[config.mk]
export PLATFORM = sky130hd
export DESIGN_NAME = serial_subtractor_4bits
export DESIGN_NICKNAME = d
export VERILOG_FILES = /design/src/rtl/serial_arith_pkg.sv /design/src/rtl/full_subtractor.sv /design/src/rtl/serial_subtractor_4bits.sv
export SDC_FILE = /design/constraint.sdc
export NUM_CORES = 1
export LEC_CHECK = 0
export BUFFER_PORTS_ARGS = -buffer_cell sky130_fd_sc_hd__buf_2
export CORE_ASPECT_RATIO = 0.8
export CORE_MARGIN = 10
export CORE_UTILIZATION = 45
export CTS_BUF_LIST = sky130_fd_sc_hd__clkbuf_8
export CTS_CLUSTER_SIZE = 14
export DETAILED_ROUTE_END_ITERATION = 10
export GPL_TIMING_DRIVEN = 0
export PLACE_DENSITY = 0.67
export SETUP_SLACK_MARGIN = 0.2
export SYNTH_ARGS = -nofsm -noshare
export SYNTH_HDL_FRONTEND = slang
export SYNTH_SLANG_ARGS = --single-unit
[constraint.sdc]
create_clock -name Clk -period 1.39 [get_ports Clk]
set_clock_uncertainty 0.1 [all_clocks]
set_input_delay 0.139 -clock Clk [delete_from_list [all_inputs] [get_ports Clk]]
set_output_delay 0.139 -clock Clk [all_outputs]
set_load 0.05 [all_outputs]
[src/rtl/serial_arith_pkg.sv]
// Shared state encoding and width constants for the bit-serial arithmetic examples.
package serial_arith_pkg;

  typedef enum logic [1:0] {
    IDLE  = 2'b00,
    SHIFT = 2'b01,
    DONE  = 2'b10
  } state_t;

  localparam int N_DEF = 4;

  // Smallest counter width that can still represent the value N.
  function automatic int cnt_width(input int n);
    return $clog2(n + 1);
  endfunction

  localparam int CW_DEF = cnt_width(N_DEF);

endpackage

[src/rtl/full_subtractor.sv]
// One-bit full subtractor cell: d = x - y - bin, with borrow-out.
module full_subtractor (
  input  logic x,
  input  logic y,
  input  logic bin,
  output logic d,
  output logic bout
);

  logic xy_diff_s;

  assign xy_diff_s = x ^ y;
  assign d         = xy_diff_s ^ bin;
  assign bout      = (~x & y) | (~xy_diff_s & bin);

endmodule

[src/rtl/serial_subtractor_4bits.sv]
// Bit-serial subtractor D = A - B - Bin, LSB first, start/done handshake.
// Optional signed-overflow output Ovf when SERIAL_SUB_OVF_EN is defined.
module serial_subtractor_4bits
  import serial_arith_pkg::*;
#(
  parameter int N  = N_DEF,
  parameter int CW = CW_DEF
) (
  input  logic         Clk,
  input  logic         Rst_b,
  input  logic         Start,
  input  logic [N-1:0] A,
  input  logic [N-1:0] B,
  input  logic         Bin,
  output logic [N-1:0] D,
  output logic         Bout,
  output logic         Busy,
  output logic         Done
`ifdef SERIAL_SUB_OVF_EN
  ,
  output logic         Ovf
`endif
);

  localparam logic [CW-1:0] CNT_LAST = CW'(N - 1);
  localparam logic [CW-1:0] CNT_ONE  = {{(CW-1){1'b0}}, 1'b1};

  state_t        state_r;
  logic [N-1:0]  ra_r;
  logic [N-1:0]  rb_r;
  logic          borrow_r;
  logic [CW-1:0] cnt_r;
  logic          d_s;
  logic          bnext_s;

  full_subtractor u_fs (
    .x    (ra_r[0]),
    .y    (rb_r[0]),
    .bin  (borrow_r),
    .d    (d_s),
    .bout (bnext_s)
  );

  // Handshake FSM, operand shift registers, borrow flop and bit counter.
  always_ff @(posedge Clk) begin
    if (!Rst_b) begin
      state_r  <= IDLE;
      ra_r     <= {N{1'b0}};
      rb_r     <= {N{1'b0}};
      borrow_r <= 1'b0;
      cnt_r    <= {CW{1'b0}};
      D        <= {N{1'b0}};
      Bout     <= 1'b0;
      Busy     <= 1'b0;
      Done     <= 1'b0;
`ifdef SERIAL_SUB_OVF_EN
      Ovf      <= 1'b0;
`endif
    end else begin
      case (state_r)
        IDLE: begin
          Done <= 1'b0;
          if (Start) begin
            ra_r     <= A;
            rb_r     <= B;
            borrow_r <= Bin;
            cnt_r    <= {CW{1'b0}};
            D        <= {N{1'b0}};
            Busy     <= 1'b1;
            state_r  <= SHIFT;
          end else begin
            Busy     <= 1'b0;
          end
        end
        SHIFT: begin
          ra_r     <= {1'b0, ra_r[N-1:1]};
          rb_r     <= {1'b0, rb_r[N-1:1]};
          D        <= {d_s, D[N-1:1]};
          borrow_r <= bnext_s;
          cnt_r    <= cnt_r + CNT_ONE;
          // The MSB stage is the last one: its borrow-out is the result borrow.
          if (cnt_r == CNT_LAST) begin
            Bout    <= bnext_s;
`ifdef SERIAL_SUB_OVF_EN
            Ovf     <= borrow_r ^ bnext_s;
`endif
            Done    <= 1'b1;
            state_r <= DONE;
          end else begin
            Done    <= 1'b0;
          end
        end
        DONE: begin
          Done    <= 1'b0;
          Busy    <= 1'b0;
          state_r <= IDLE;
        end
        default: begin
          Done    <= 1'b0;
          Busy    <= 1'b0;
          state_r <= IDLE;
        end
      endcase
    end
  end

endmodule

==> results of run 1 <==
flip-flops by register name, indices dropped and copies added (netlist names):
register	cells
ra_r	4
cnt_r	3
rb_r	4
Bout	1
borrow_r	1
state_r	2
Done	1
Busy	1
D	4
power groups by stage:
stage / clock network (mW) / registers, mW / logic (mW)
6_report: 0.393 / 0.658 / 0.198
5_1_grt: 0.426 / 0.664 / 0.219
4_1_cts: 0.404 / 0.658 / 0.186
3_5_place_dp: 0 / 0.673 / 0.175
3_3_place_gp: 0 / 0.671 / 0.170
2_1_floorplan: 0 / 0.685 / 0.110
placed cells by master, fill, tap and decap left out, drive strengths merged:
| master | instances |
|---|---|
| clkbuf | 4 |
| o21ai | 9 |
| a21oi | 11 |
| and3 | 2 |
| inv | 5 |
| buf | 24 |
| nor2b | 1 |
| nand2 | 3 |
| nand2b | 2 |
| clkinv | 2 |
| a2bb2oi | 1 |
| o21bai | 1 |
| nor2 | 8 |
| a22oi | 5 |
| mux2i | 7 |
| ha | 2 |
| nand4 | 2 |
| or2b | 1 |
| o22ai | 1 |
| a221oi | 1 |
| dfxtp | 21 |
| a311oi | 1 |
| fa | 1 |
what timing repair did:
item                       CTS  global route
cloned                       0             0
setup endpoints to repair   12            18
gates resized for setup      5            11
pin swaps                    6             1
setup buffers                2             1
layout make-up:
cell class | instances | share of cell area, %
Buffer | 4 | 2.688
Clock buffer | 3 | 3.695
Clock inverter | 1 | 0.4479
Inverter | 6 | 2.016
Multi-Input combinational cell | 59 | 39.42
Sequential cell | 21 | 38.75
Tap cell | 24 | 2.688
Timing Repair Buffer | 21 | 10.30
cell usage after synthesis:
cell	n	area (um2)
a2bb2oi_1	1	8.760
o21bai_1	1	7.510
dfxtp_1	21	420.4
a21oi_1	11	55.05
inv_1	5	18.77
fa_1	1	20.02
a311oi_1	1	8.760
buf_4	2	15.01
nand2_1	3	11.26
nor2b_2	1	8.760
ha_1	2	25.02
o21ai_0	9	45.04
nor2_1	8	30.03
a221oi_2	1	15.01
nand4_1	2	12.51
clkinv_1	1	3.750
buf_6	1	11.26
a22oi_1	5	37.54
nand2b_1	2	12.51
o22ai_2	1	12.51
mux2i_1	7	70.07
or2b_1	1	7.510
and3_1	2	12.51
clkbuf_1	1	3.750
stage by stage:
stage | cells | util [%] | worst slack (ps)
final | 139 | 60.18 | 118.3
after global routing | 139 | 60.18 | 87.69
after CTS | 138 | 58.22 | 111.5
after detailed placement | 132 | 53.91 | 87.24
after global placement | 132 | 53.91 | 130.5
after floorplan | 90 | - | 158.1
worst max-delay path, stage by stage, from the launching register on:
cell and delay [ps]:
dfxtp_2 340, inv_2 40, fa_2 560, a22oi_2 70
nor2_1 110
per-layer routing:
metal	routed length [um]	GRT usage (%)	vias to the layer above	part of all wire (%)
li1	-	-	371	-
met1	870	10.65	326	46
met2	867	14.06	17	46
met3	125	4.690	2	6.7
met4	10	2.865	0	0.53
met5	0	0	-	0
kinds of logic after synthesis:
logic type / synth area share, %
AOI/OAI and AO/OA: 21.78
adders and majority gates: 5.157
buffers and inverters: 6.016
DFF: 48.14
muxes: 8.023
and+or+nand+nor: 10.89
worst min-delay path by stage:
stage / cells after the start / start / endpoint
after floorplan: 2 / Start / Busy
after global placement: 3 / A[3] / ra_r[3]
after detailed placement: 3 / B[3] / rb_r[3]
after CTS: 3 / B[3] / rb_r[3]
after global routing: 3 / B[3] / rb_r[3]
final: 3 / B[3] / rb_r[3]
==> summary.md, run 1 <==
| Metric | Value |
|---|---|
| Worst-Skew Late Latency | 260 ps |
| CTS max path bufs | 2 |
| Power per cell area | 1118 nW/um2 |
| Fin. Hold Viols | 0 |
| Setup_tns | 0 ps |
| Post-DP Area | 1001 um2 |
| Leakage power | 0.4803 nW |
| Die height | 59.40 um |
| R2R setup slack | between 100 and 150 ps |
| Core Region | between 1500 and 2000 um2 |
| Register area share after synthesis | 48.14% |
| Tmin final | 1272 ps |
| Area of the multi-input gates | approximately 440 um2 |
| Final nets | 131 |
| Clock share of power | 31.5% |
| Post-Syn Area | roughly 870 um2 |
| Largest net degree at the start of global routing | 13 |
| Switching Share | roughly a quarter |
| Slew @ Worst Pin | 378.2 ps |
| Maximum clock rate | 786.4 MHz |
| Wire per inst | 13.48 um |
| Cell count after synthesis | 90 |
| Arrival time at the worst endpoint | 1360 ps |
| Mapped Nets | about 110 |
| DR vias/cell | 5.151 |
| YS warnings | 0 |
| Worst R2R Start | borrow_r |
| Launch point of the worst path | borrow_r |
| Final wirelength | 1874 um |
| FF+latch area | 432.9 um2 |
| Initial Utilization | 47.04% |
| First-pass GRT wire length | 3015 um |
| CP Capture Point | D[3] |
| Syn-to-layout area delta | 27.94% |
| Worst Hold Class | input pin to flop |
| Die W | 69.26 um |
| Initial antenna violation count | 0 |
| Antenna Cells | 0 |
| I/O Buffers | 18 |
| Syn avg cell area | 9.704 um2 |
| Pwr Total | 1.249 mW |
| Number of global-route vias before repair | 687 |
| Worst Setup Start Kind | flop |
| # rows | 14 |
| Clock root cell | clkbuf_8 |
| Share of cells above drive strength 1 | between 30% and 40% |
| Gr usage total | 9.069% |
| Final Max Tran Viols | 0 |
| WS Path Type | flop to flop |
| CTS tree | built |
| DR iter-0 viols | 35 |
| CTS Sinks | 21 |
| Top Ports | 19 |
| Comb pwr share | 15.9% |
| Critical path required time | 1480 ps |
| CP max FO | 2 |
| Die area | 4114 um2 |
| DR vias | 716 |
| Sw Pwr | 0.3252 mW |
| Slew headroom | 74.78% |
| Flop pwr share | 52.7% |
| Max H-tree Level | 1 |
| Final worst path period share | 91.49% |
| Placer congestion estimate | just over 0.8 |
| Final setup fails | 0 |
| Int Power | 0.9242 mW |
| Cts bufs inserted | 3 |
| Synth cell types | 24 |
| Reg2reg path depth | 4 |
| Drt first pass iters | 4 |
| Critical R2R Capture | D[3] |
| Peak supply drop | 0.8403 mV |
| Clock transition at path regs | 80 ps |
| Dpl hpwl | around 1400 um |
| WHS | 54.53 ps |
| # hold bufs at CTS | 0 |
| # fillers | 175 |
| Grt total ovfl | 0 |
| Routed Antenna Nets | 0 |
| Max-cap violation count | 0 |
| Design Area, Final | 1117 um2 |
| Crit end category | flop |
| Synthesis-stage register bit count | 21 |
| Outcome | completed |
| RSZ-0062 raised after global routing | true |
| DRC Markers | 0 |
Note: power is estimated with default switching activity, not from simulation.
==> run 2, diff against run 1 <==
--- a/config.mk
+++ b/config.mk
@@ -9,12 +9,10 @@
 export CORE_ASPECT_RATIO = 0.8
 export CORE_MARGIN = 10
 export CORE_UTILIZATION = 45
-export CTS_BUF_LIST = sky130_fd_sc_hd__clkbuf_8
 export CTS_CLUSTER_SIZE = 14
 export DETAILED_ROUTE_END_ITERATION = 10
 export GPL_TIMING_DRIVEN = 0
 export PLACE_DENSITY = 0.67
-export SETUP_SLACK_MARGIN = 0.2
 export SYNTH_ARGS = -nofsm -noshare
 export SYNTH_HDL_FRONTEND = slang
 export SYNTH_SLANG_ARGS = --single-unit
==> run 2 against run 1 <==
Net effect: clock power decreased by 26%; global-route usage decreased by 0.061 points; sequential cell count unchanged; register-to-register slack got worse by 30 ps; die area unchanged; critical path depth shrank 1; power fell by 9.5%; via count decreased by 1.5%; first-iteration DRC count up 69%; non-clock buffer count is 1 higher; sequential power about the same; largest power group unchanged.
==> summary.md, run 2 (synthesis results as in run 1) <==
| Metric | Value |
|---|---|
| DR vias/cell | 5.036 (-2.2%) |
| Slew headroom | 74.06% (-0.72 points) |
| CP max FO | 2 (unchanged) |
| Fin. Hold Viols | 0 (unchanged) |
| Placer congestion estimate | 0.7482 (-8.7%) |
| Crit end category | flop |
| Syn-to-layout area delta | 21.78% |
| Max H-tree Level | 1 (unchanged) |
| Power per cell area | 1064 nW/um2 (-4.9%) |
| Final setup fails | 0 (unchanged) |
| RSZ-0062 raised after global routing | false |
| WHS | 7.173 ps (-47.35 ps) |
| Leakage power | 0.4734 nW (-1.4%) |
| Outcome | completed |
| Number of global-route vias before repair | 623 (-9.3%) |
| First-pass GRT wire length | 2960 um (-1.8%) |
| Commonest non-fill, non-tap cells in the layout | dfxtp_1 (20), buf_2 (18), a21oi_1 (11) |
| Int Power | 0.8251 mW (-11%) |
| Peak supply drop | 0.6860 mV (-18%) |
| CTS max path bufs | 2 (unchanged) |
| Met2 WL | 760 um (-12%) |
| Initial Utilization | 47.04% (unchanged) |
| DR vias | 705 (-1.5%) |
| Final Max Tran Viols | 0 (unchanged) |
| Core Region | 1857 um2 (unchanged) |
| Final wirelength | 1796 um (-4.2%) |
| Top Ports | 19 (unchanged) |
| CTS tree | built |
| Flop pwr share | 58.0% (+5.3 points) |
| Clock root cell | clkbuf_4 |
| DR iter-0 viols | 59 (+69%) |
| Grt total ovfl | 0 (unchanged) |
| Highest routing layer actually used | met4 |
| Gr usage total | 9.008% (-0.061 points) |
| DR WL met3 | 121 um (-3.2%) |
| Critical path required time | 1510 ps (+30 ps) |
| Tmin final | 1304 ps (+32.71 ps) |
| Max-cap violation count | 0 (unchanged) |
| Final nets | 132 (+0.76%) |
| Maximum clock rate | 766.7 MHz (-2.5%) |
| Wire per inst | 12.83 um (-4.8%) |
| Cts bufs inserted | 3 (unchanged) |
| Dpl hpwl | 1332 um (-3.3%) |
| # rows | 14 (unchanged) |
| Die area | 4114 um2 (unchanged) |
| Initial antenna violation count | 0 (unchanged) |
| CTS Sinks | 21 (unchanged) |
| Antenna Cells | 0 (unchanged) |
| Die height | 59.40 um (unchanged) |
| Clock transition at path regs | 120 ps (+40 ps) |
| Die W | 69.26 um (unchanged) |
| Final worst path period share | 93.84% (+2.4 points) |
| Share of cells above drive strength 1 | 26.72% (-12 points) |
| Clock share of power | 25.8% (-5.7 points) |
| Post-DP Area | 993.5 um2 (-0.75%) |
| WS Path Type | flop to flop |
| Drt first pass iters | 4 (unchanged) |
| Arrival time at the worst endpoint | 1430 ps (+70 ps) |
| Routed Antenna Nets | 0 (unchanged) |
| Largest net degree at the start of global routing | 13 (unchanged) |
| Worst-Skew Late Latency | 310 ps (+50 ps) |
| Design Area, Final | 1064 um2 (-4.8%) |
| Worst Hold Class | input pin to flop |
| Final core utilization | 57.28% (-2.9 points) |
| Sw Pwr | 0.3060 mW (-5.9%) |
| Switching Share | 27.06% (+1.0 points) |
| Setup_tns | 0 ps (unchanged) |
| Slew @ Worst Pin | 389.1 ps (+10.86 ps) |
| DRC Markers | 0 (unchanged) |
| Largest regs | D (4), ra_r (4), rb_r (4) |
| Worst Setup Start Kind | flop |
| DRT met1 WL | 895 um (+2.9%) |
| Commonest non-fill, non-tap cell in the layout | dfxtp_1 |
| I/O Buffers | 18 (unchanged) |
| Comb pwr share | 16.2% (+0.3 points) |
## run 2: power groups by stage
| stage | logic (mW) | clock network (mW) | registers, mW |
|---|---|---|---|
| global route | 0.208 | 0.320 | 0.661 |
| detailed placement | 0.171 | 0 | 0.671 |
| global placement | 0.168 | 0 | 0.669 |
| finish | 0.183 | 0.292 | 0.656 |
| CTS | 0.178 | 0.306 | 0.657 |
| floorplan | 0.108 | 0 | 0.683 |
## run 2: worst max-delay path: stages, from the launching register on
cell,delay (ps)
dfxtp_2,350
inv_1,50
fa_1,460
a311oi_1,260
## run 2: metal layers
metal	global-route usage [%]	up-vias
met2	11.46	20
met1	12.19	309
met3	4.690	4
met4	3.438	0
met5	0	-
li1	-	372
## run 2: stage by stage
| step | power, mW | worst slack [ps] | instances |
|---|---|---|---|
| 6_report | 1.131 | 85.63 | 140 |
| 3_3_place_gp | 0.8370 | 54.13 | 132 |
| 2_1_floorplan | 0.7914 | 114.1 | 90 |
| 5_1_grt | 1.190 | 4.161 | 140 |
| 4_1_cts | 1.141 | 18.71 | 139 |
| 3_5_place_dp | 0.8419 | 46.79 | 132 |
## run 2: cell type report
| type | count | area (um2) |
|---|---|---|
| Timing Repair Buffer | 22 | 127.6 |
| Buffer | 4 | 30.03 |
| Fill cell | 193 | 793.3 |
| Clock inverter | 1 | 5.005 |
| Clock buffer | 3 | 22.52 |
| Inverter | 6 | 22.52 |
| Tap cell | 24 | 30.03 |
| Sequential cell | 21 | 421.7 |
| Multi-Input combinational cell | 59 | 404.1 |
## run 2: worst paths after layout
kind | startpoint | end | slack (ps) | depth (start not counted)
max | borrow_r | Bout | 90 | 3
min | A[2] | ra_r[2] | 7 | 3
max reg2reg | borrow_r | Bout | 90 | 3
min reg2reg | Busy | Busy | 380 | 2
## run 2: repair_timing
item / 4_1_cts / 5_1_grt
hold buffers: 3 / 0
resized for setup: 0 / 2
buffers inserted: 0 / 1
endpoints found under the hold margin: 3 / 0
setup endpoints to repair: 0 / 7
